### config.mk
export PLATFORM = sky130hd
export DESIGN_NAME = imem_boot_loader
export DESIGN_NICKNAME = d
export VERILOG_FILES = /design/src/rtl/imem_boot_loader_pkg.sv /design/src/rtl/imem_boot_loader_word_assembler.sv /design/src/rtl/imem_boot_loader.sv
export SDC_FILE = /design/constraint.sdc
export NUM_CORES = 1
export LEC_CHECK = 0
export ABC_AREA = 1
export CAP_MARGIN = 20
export CORE_MARGIN = 2
export CORE_UTILIZATION = 33
export DETAILED_ROUTE_END_ITERATION = 8
export SKIP_LAST_GASP = 1
export SYNTH_ARGS = -nofsm -noshare
export SYNTH_HDL_FRONTEND = slang
export SYNTH_SLANG_ARGS = --single-unit
### constraint.sdc
create_clock -name clk -period 1.39 [get_ports clk]
set_clock_uncertainty 0.15 [all_clocks]
set_input_delay 0.278 -clock clk [delete_from_list [all_inputs] [get_ports clk]]
set_output_delay 0.278 -clock clk [all_outputs]
set_load 0.1 [all_outputs]
### src/rtl/imem_boot_loader_pkg.sv
// Shared loader definitions: state encoding, byte/instruction widths, default PC stride
// and core reset polarity. State ST_CHK exists only when BOOT_LOADER_CHECKSUM_EN is defined.
package imem_boot_loader_pkg;

    localparam int   BYTE_W            = 8;
    localparam int   INSTR_W           = 16;
    localparam int   DEFAULT_PC_STRIDE = 4;
    localparam logic CORE_RST_ACTIVE   = 1'b1;

    typedef enum logic [2:0] {
        ST_IDLE   = 3'd0,
        ST_LEN_HI = 3'd1,
        ST_LEN_LO = 3'd2,
        ST_DAT_HI = 3'd3,
        ST_DAT_LO = 3'd4,
`ifdef BOOT_LOADER_CHECKSUM_EN
        ST_CHK    = 3'd5,
`endif
        ST_DONE   = 3'd6,
        ST_ERROR  = 3'd7
    } state_t;

    // States in which the loader is mid-load and consumes stream bytes.
    function automatic logic is_loading(input state_t s);
        logic r;
        r = (s == ST_LEN_HI) || (s == ST_LEN_LO) || (s == ST_DAT_HI) || (s == ST_DAT_LO);
`ifdef BOOT_LOADER_CHECKSUM_EN
        r = r || (s == ST_CHK);
`endif
        return r;
    endfunction

endpackage

### src/rtl/imem_boot_loader_word_assembler.sv
// Packs a high byte and the following low byte into one instruction word,
// emitting a single-cycle word_valid in the cycle after the low byte arrives.
module imem_boot_loader_word_assembler
    import imem_boot_loader_pkg::*;
(
    input  logic               clk,
    input  logic               rst,
    input  logic               hi_load,
    input  logic               lo_load,
    input  logic [BYTE_W-1:0]  rx_byte,
    output logic               word_valid,
    output logic [INSTR_W-1:0] word
);

    logic [BYTE_W-1:0] hi_byte;
    logic              have_hi;

    always_ff @(posedge clk) begin
        if (rst) begin
            hi_byte    <= '0;
            have_hi    <= 1'b0;
            word_valid <= 1'b0;
            word       <= '0;
        end else begin
            word_valid <= 1'b0;
            if (hi_load) begin
                hi_byte <= rx_byte;
                have_hi <= 1'b1;
            end
            if (lo_load && have_hi) begin
                word       <= {hi_byte, rx_byte};
                word_valid <= 1'b1;
                have_hi    <= 1'b0;
            end
        end
    end

endmodule

### src/rtl/imem_boot_loader.sv
// Byte-stream boot loader: writes a length-prefixed program into instruction memory and
// holds the core in reset until it is loaded. BOOT_LOADER_CHECKSUM_EN adds a trailing XOR byte.
module imem_boot_loader
    import imem_boot_loader_pkg::*;
#(
    parameter int          MAX_WORDS  = 256,
    parameter logic [15:0] START_ADDR = 16'h0,
    parameter int          PC_STRIDE  = DEFAULT_PC_STRIDE
) (
    input  logic               clk,
    input  logic               rst,
    input  logic               start,
    input  logic [BYTE_W-1:0]  rx_data,
    input  logic               rx_valid,
    output logic               rx_ready,
    output logic               imem_we,
    output logic [15:0]        imem_addr,
    output logic [INSTR_W-1:0] imem_wdata,
    output logic               core_rst,
    output logic               busy,
    output logic               done,
    output logic               error,
    output logic [15:0]        word_count
);

`ifdef BOOT_LOADER_CHECKSUM_EN
    localparam state_t AFTER_DATA = ST_CHK;
`else
    localparam state_t AFTER_DATA = ST_DONE;
`endif

    state_t            state;
    state_t            next_state;
    logic [BYTE_W-1:0] len_hi;
    logic [15:0]       words_left;
    logic [15:0]       len_value;
    logic              accept;
    logic              start_ok;
    logic              hi_load;
    logic              lo_load;
    logic              word_valid;
`ifdef BOOT_LOADER_CHECKSUM_EN
    logic [BYTE_W-1:0] csum;
`endif

    assign rx_ready  = is_loading(state);
    assign busy      = is_loading(state);
    assign accept    = rx_valid && rx_ready;
    assign len_value = {len_hi, rx_data};
    assign start_ok  = start && ((state == ST_IDLE) || (state == ST_DONE) || (state == ST_ERROR));
    assign hi_load   = accept && (state == ST_DAT_HI);
    assign lo_load   = accept && (state == ST_DAT_LO);
    assign imem_we   = word_valid;

    imem_boot_loader_word_assembler u_assembler (
        .clk        (clk),
        .rst        (rst),
        .hi_load    (hi_load),
        .lo_load    (lo_load),
        .rx_byte    (rx_data),
        .word_valid (word_valid),
        .word       (imem_wdata)
    );

    always_comb begin
        next_state = state;
        case (state)
            ST_IDLE, ST_DONE, ST_ERROR: if (start) next_state = ST_LEN_HI;
            ST_LEN_HI: if (accept) next_state = ST_LEN_LO;
            ST_LEN_LO: begin
                if (accept) begin
                    if (len_value == 16'd0)
                        next_state = AFTER_DATA;
                    else if (len_value > 16'(MAX_WORDS))
                        next_state = ST_ERROR;
                    else
                        next_state = ST_DAT_HI;
                end
            end
            ST_DAT_HI: if (accept) next_state = ST_DAT_LO;
            ST_DAT_LO: if (accept) next_state = (words_left == 16'd1) ? AFTER_DATA : ST_DAT_HI;
`ifdef BOOT_LOADER_CHECKSUM_EN
            ST_CHK: if (accept) next_state = (rx_data == csum) ? ST_DONE : ST_ERROR;
`endif
            default: next_state = ST_ERROR;
        endcase
    end

    // core_rst is released one cycle after DONE is reached, so the final write lands first.
    always_ff @(posedge clk) begin
        if (rst) begin
            state      <= ST_IDLE;
            len_hi     <= '0;
            words_left <= '0;
            imem_addr  <= START_ADDR;
            word_count <= '0;
            core_rst   <= CORE_RST_ACTIVE;
            done       <= 1'b0;
            error      <= 1'b0;
        end else begin
            state    <= next_state;
            core_rst <= ((state == ST_DONE) && (next_state == ST_DONE)) ? ~CORE_RST_ACTIVE
                                                                         : CORE_RST_ACTIVE;
            if (start_ok) begin
                imem_addr  <= START_ADDR;
                word_count <= '0;
                done       <= 1'b0;
                error      <= 1'b0;
            end else if (word_valid) begin
                imem_addr  <= imem_addr + 16'(PC_STRIDE);
                word_count <= word_count + 16'd1;
            end
            if ((next_state == ST_DONE) && (state != ST_DONE))
                done <= 1'b1;
            if ((next_state == ST_ERROR) && (state != ST_ERROR))
                error <= 1'b1;
            if (accept && (state == ST_LEN_HI))
                len_hi <= rx_data;
            if (accept && (state == ST_LEN_LO))
                words_left <= len_value;
            else if (lo_load)
                words_left <= words_left - 16'd1;
        end
    end

`ifdef BOOT_LOADER_CHECKSUM_EN
    // Running XOR of every length and data byte, compared against the CHK byte.
    always_ff @(posedge clk) begin
        if (rst) begin
            csum <= '0;
        end else if (start_ok) begin
            csum <= '0;
        end else if (accept && (state != ST_CHK)) begin
            csum <= csum ^ rx_data;
        end
    end
`endif

endmodule

==> results.toml <==
[status]
outcome = "finished, violations left"
violations = "setup timing"

[global_route]
antenna_found_initial = 0
grt_max_degree = 35
first_global_vias = 4503
track_usage_pct = 20.3
grt.overflow.total = 0
grt_pass1_wl_um = 21400

[routing]
num_vias = 4567
viasPerCell = 5.01
met2_length_um = 7240
ant_nets = 0
first_pass_iters = 5
top_layer = "met4"
wl_per_cell_um = 15.3
met1_length_um = 5930
drt_iter0_drc = 194
wl_met3_um = 535
routed_wl_um = 14000
drc = 0

[synthesis]
synth-warning-count = 0
yosys.area.top_type = "dfxtp_1"
synth_area_mm2 = 0.00407
ys_top_cells_by_area = "dfxtp_1, nand2_1, a21oi_1"
seq_area_frac_synth_pct = 42.3
synth_compound_area_share_pct = 16.0
synth-xor-area-share_pct = 1.51
synthMuxAreaShare_pct = 0
synth_top_area_share_pct = 42.3
synth_seq_cells = 86
synthSimpleGateAreaFrac_pct = 30.0
synthCells = 550
syn_avg_cell_area_um2 = 7.40
yosysUniqueCellTypes = 42
synth_top_family_by_area = "simple AND/OR/NAND/NOR gates"
synthAdderAreaFrac_pct = 1.23

[min_path]
hp-class = "input port to flop"
whs_path_depth = 4
hold_end = "u_assembler.word[1]"
hp-start = "rx_data[1]"

[layout]
fillers = 921
final_area_mm2 = 0.00796
diodes = 0
layout_common_cells = "buf_4, nand2_1, buf_12"
finalNetCount = 776
mostFrequentLayoutCell = "buf_4"
area_delta_synth_final_pct = 95.7
drive_above_1_share_pct = 57.5
seq_area_mm2 = 0.00183
fin_cells = 912
final_util_pct = 66.3
multi_input_area_mm2 = 0.00275

[clock_network]
clock_latency_ns = 0.34
clkSinkCount = 86
cts_made_buffers = 9
path_clk_slew_ns = 0.07
cts_tree = "built"
clk_path_buf_depth = 2
htreeDepth = 3
cts_root_buf = "clkbuf_16"

[flow_run]
max_cap_violations = 0

[sta]
setup_violations = 99
finalSetupTns_ns = -27.40
grt_setup_unrepaired = "yes"
fin_ws_ns = -0.447
maxSlewViolCount = 0
period_share_pct = 132
hold_viol_final = 0
fmax_mhz = 544
fin_crit_ns = 1.84
whs_ns = 0.313

[pwr]
p_int_mw = 6.02
cellPowerDensity_mw_per_mm2 = 1200
p_sw_share_pct = 37.2
p_switching_mw = 3.57
ir_worst_vdd_v = 0.000886
p_seq_share_pct = 29.0
power_leakage_nw = 3.30
power_frac_clock_pct = 25.8
pwr-share-comb_pct = 45.2

[place]
dp_hpwl_um = 8810
globalplace.congestion = 0.856
dp.cells = 853
port_buffers = 63
placed_cell_area_mm2 = 0.00656

[floorplanning]
die_area_mm2 = 0.0132
initial_core_util_pct = 33.9
io_pins = 66
num_rows = 40
die_w_um = 115
core_mm2 = 0.0120
die-height_um = 115

[setup_path]
arrival_ns = 1.41
r2r-end = "word_count[1]"
path_class = "flop to output pin"
cp.required_ns = 0.96
r2r_slack_ns = -0.44
start_kind = "flop"
worstReg2RegStart = "state[1]"
reg2reg_depth = 7
end_kind = "output pin"
worst-path-max-fanout = 3
==> critical path, cell delays in order (launching register included) <==
cell and delay [ns]:
dfxtp_4 0.37, buf_6 0.12, o21ai_4 0.13, buf_6 0.13, nand2_8 0.05, buf_6 0.11, buf_12 0.15
==> through the flow <==
step	worst slack [ns]	power, mW
after floorplan	-0.386	4.82
after global placement	-0.593	6.17
after detailed placement	-0.609	6.21
after CTS	-0.464	9.28
after global routing	-0.510	10.0
final	-0.447	9.59
==> flip-flops by register name, summed over array words and instances (netlist names) <==
name,cells
core_rst,1
done,1
error,1
imem_addr,14
len_hi,8
state,3
u_assembler.have_hi,1
u_assembler.hi_byte,8
u_assembler.word,16
u_assembler.word_valid,1
word_count,16
words_left,16
==> worst max-delay path by stage <==
stage | startpoint | endpoint | slack (ns)
after global routing | state[1] | u_assembler.word[4] | -0.51
after detailed placement | rx_data[6] | error | -0.61
after floorplan | u_assembler.word_valid | word_count[13] | -0.39
final | state[1] | rx_ready | -0.45
after global placement | rx_data[6] | error | -0.59
after CTS | state[1] | rx_ready | -0.46
==> metal layers <==
metal | up-vias | GRT usage, %
met4 | 0 | 6.59
li1 | 2247 | -
met2 | 111 | 36.2
met3 | 16 | 3.80
met1 | 2193 | 24.7
met5 | - | 0
==> synthesized netlist by cell type <==
cell type / n
nand2_1: 110
dfxtp_1: 86
nor2_1: 59
inv_1: 54
a21oi_1: 48
nand3_1: 39
o21ai_0: 30
nor3_1: 16
nand4_1: 11
a31oi_1: 10
o21ai_2: 10
buf_2: 6
buf_4: 6
o211ai_1: 6
inv_4: 5
nor2_2: 5
xor2_1: 5
clkbuf_1: 4
ha_1: 4
nand2_4: 3
nor2_4: 3
nor2_8: 3
a211oi_1: 2
buf_6: 2
inv_2: 2
nor3_2: 2
or2_0: 2
or2_2: 2
xnor2_1: 2
a22oi_1: 1
a32oi_1: 1
and3_2: 1
clkinv_1: 1
conb_1: 1
nand2_2: 1
nand3b_1: 1
nand4_2: 1
nor4_1: 1
o211ai_2: 1
o21a_1: 1
o221ai_1: 1
o22ai_1: 1
==> power by group through the flow <==
| stage | logic [mW] | registers [mW] | clock network (mW) |
|---|---|---|---|
| 2_1_floorplan | 1.99 | 2.83 | 0 |
| 3_3_place_gp | 3.35 | 2.81 | 0 |
| 3_5_place_dp | 3.40 | 2.82 | 0 |
| 4_1_cts | 4.04 | 2.77 | 2.48 |
| 5_1_grt | 4.65 | 2.80 | 2.60 |
| 6_report | 4.34 | 2.78 | 2.47 |
==> layout make-up <==
class	count	share of cell area [%]
clock buffers	10	2.88
clock inverters	6	0.848
inverters	62	3.52
multi-input cells	385	34.6
flip-flops and latches	86	22.9
well taps	147	2.31
repair buffers	214	32.6
repair inverters	2	0.314
==> logic make-up (layout without fill, tap and decap cells) <==
group / count (synthesis) / after routing
adder cells (fa/ha/maj): 4 / 4
AO/OA/AOI/OAI: 112 / 112
flip-flops: 86 / 86
buffers and inverters: 80 / 294
XOR/XNOR: 7 / 7
AND/OR/NAND/NOR: 260 / 260
other: 1 / 2
==> repair_timing <==
| item | 4_1_cts | 5_1_grt |
|---|---|---|
| hold buffers | 0 | 0 |
| resized for setup | 127 | 106 |
| pin swaps | 36 | 29 |
| endpoints found under the setup margin | 106 | 112 |
| gates cloned | 6 | 1 |
| buffers inserted | 23 | 28 |
No activity file was read; power rests on OpenSTA's default activity.
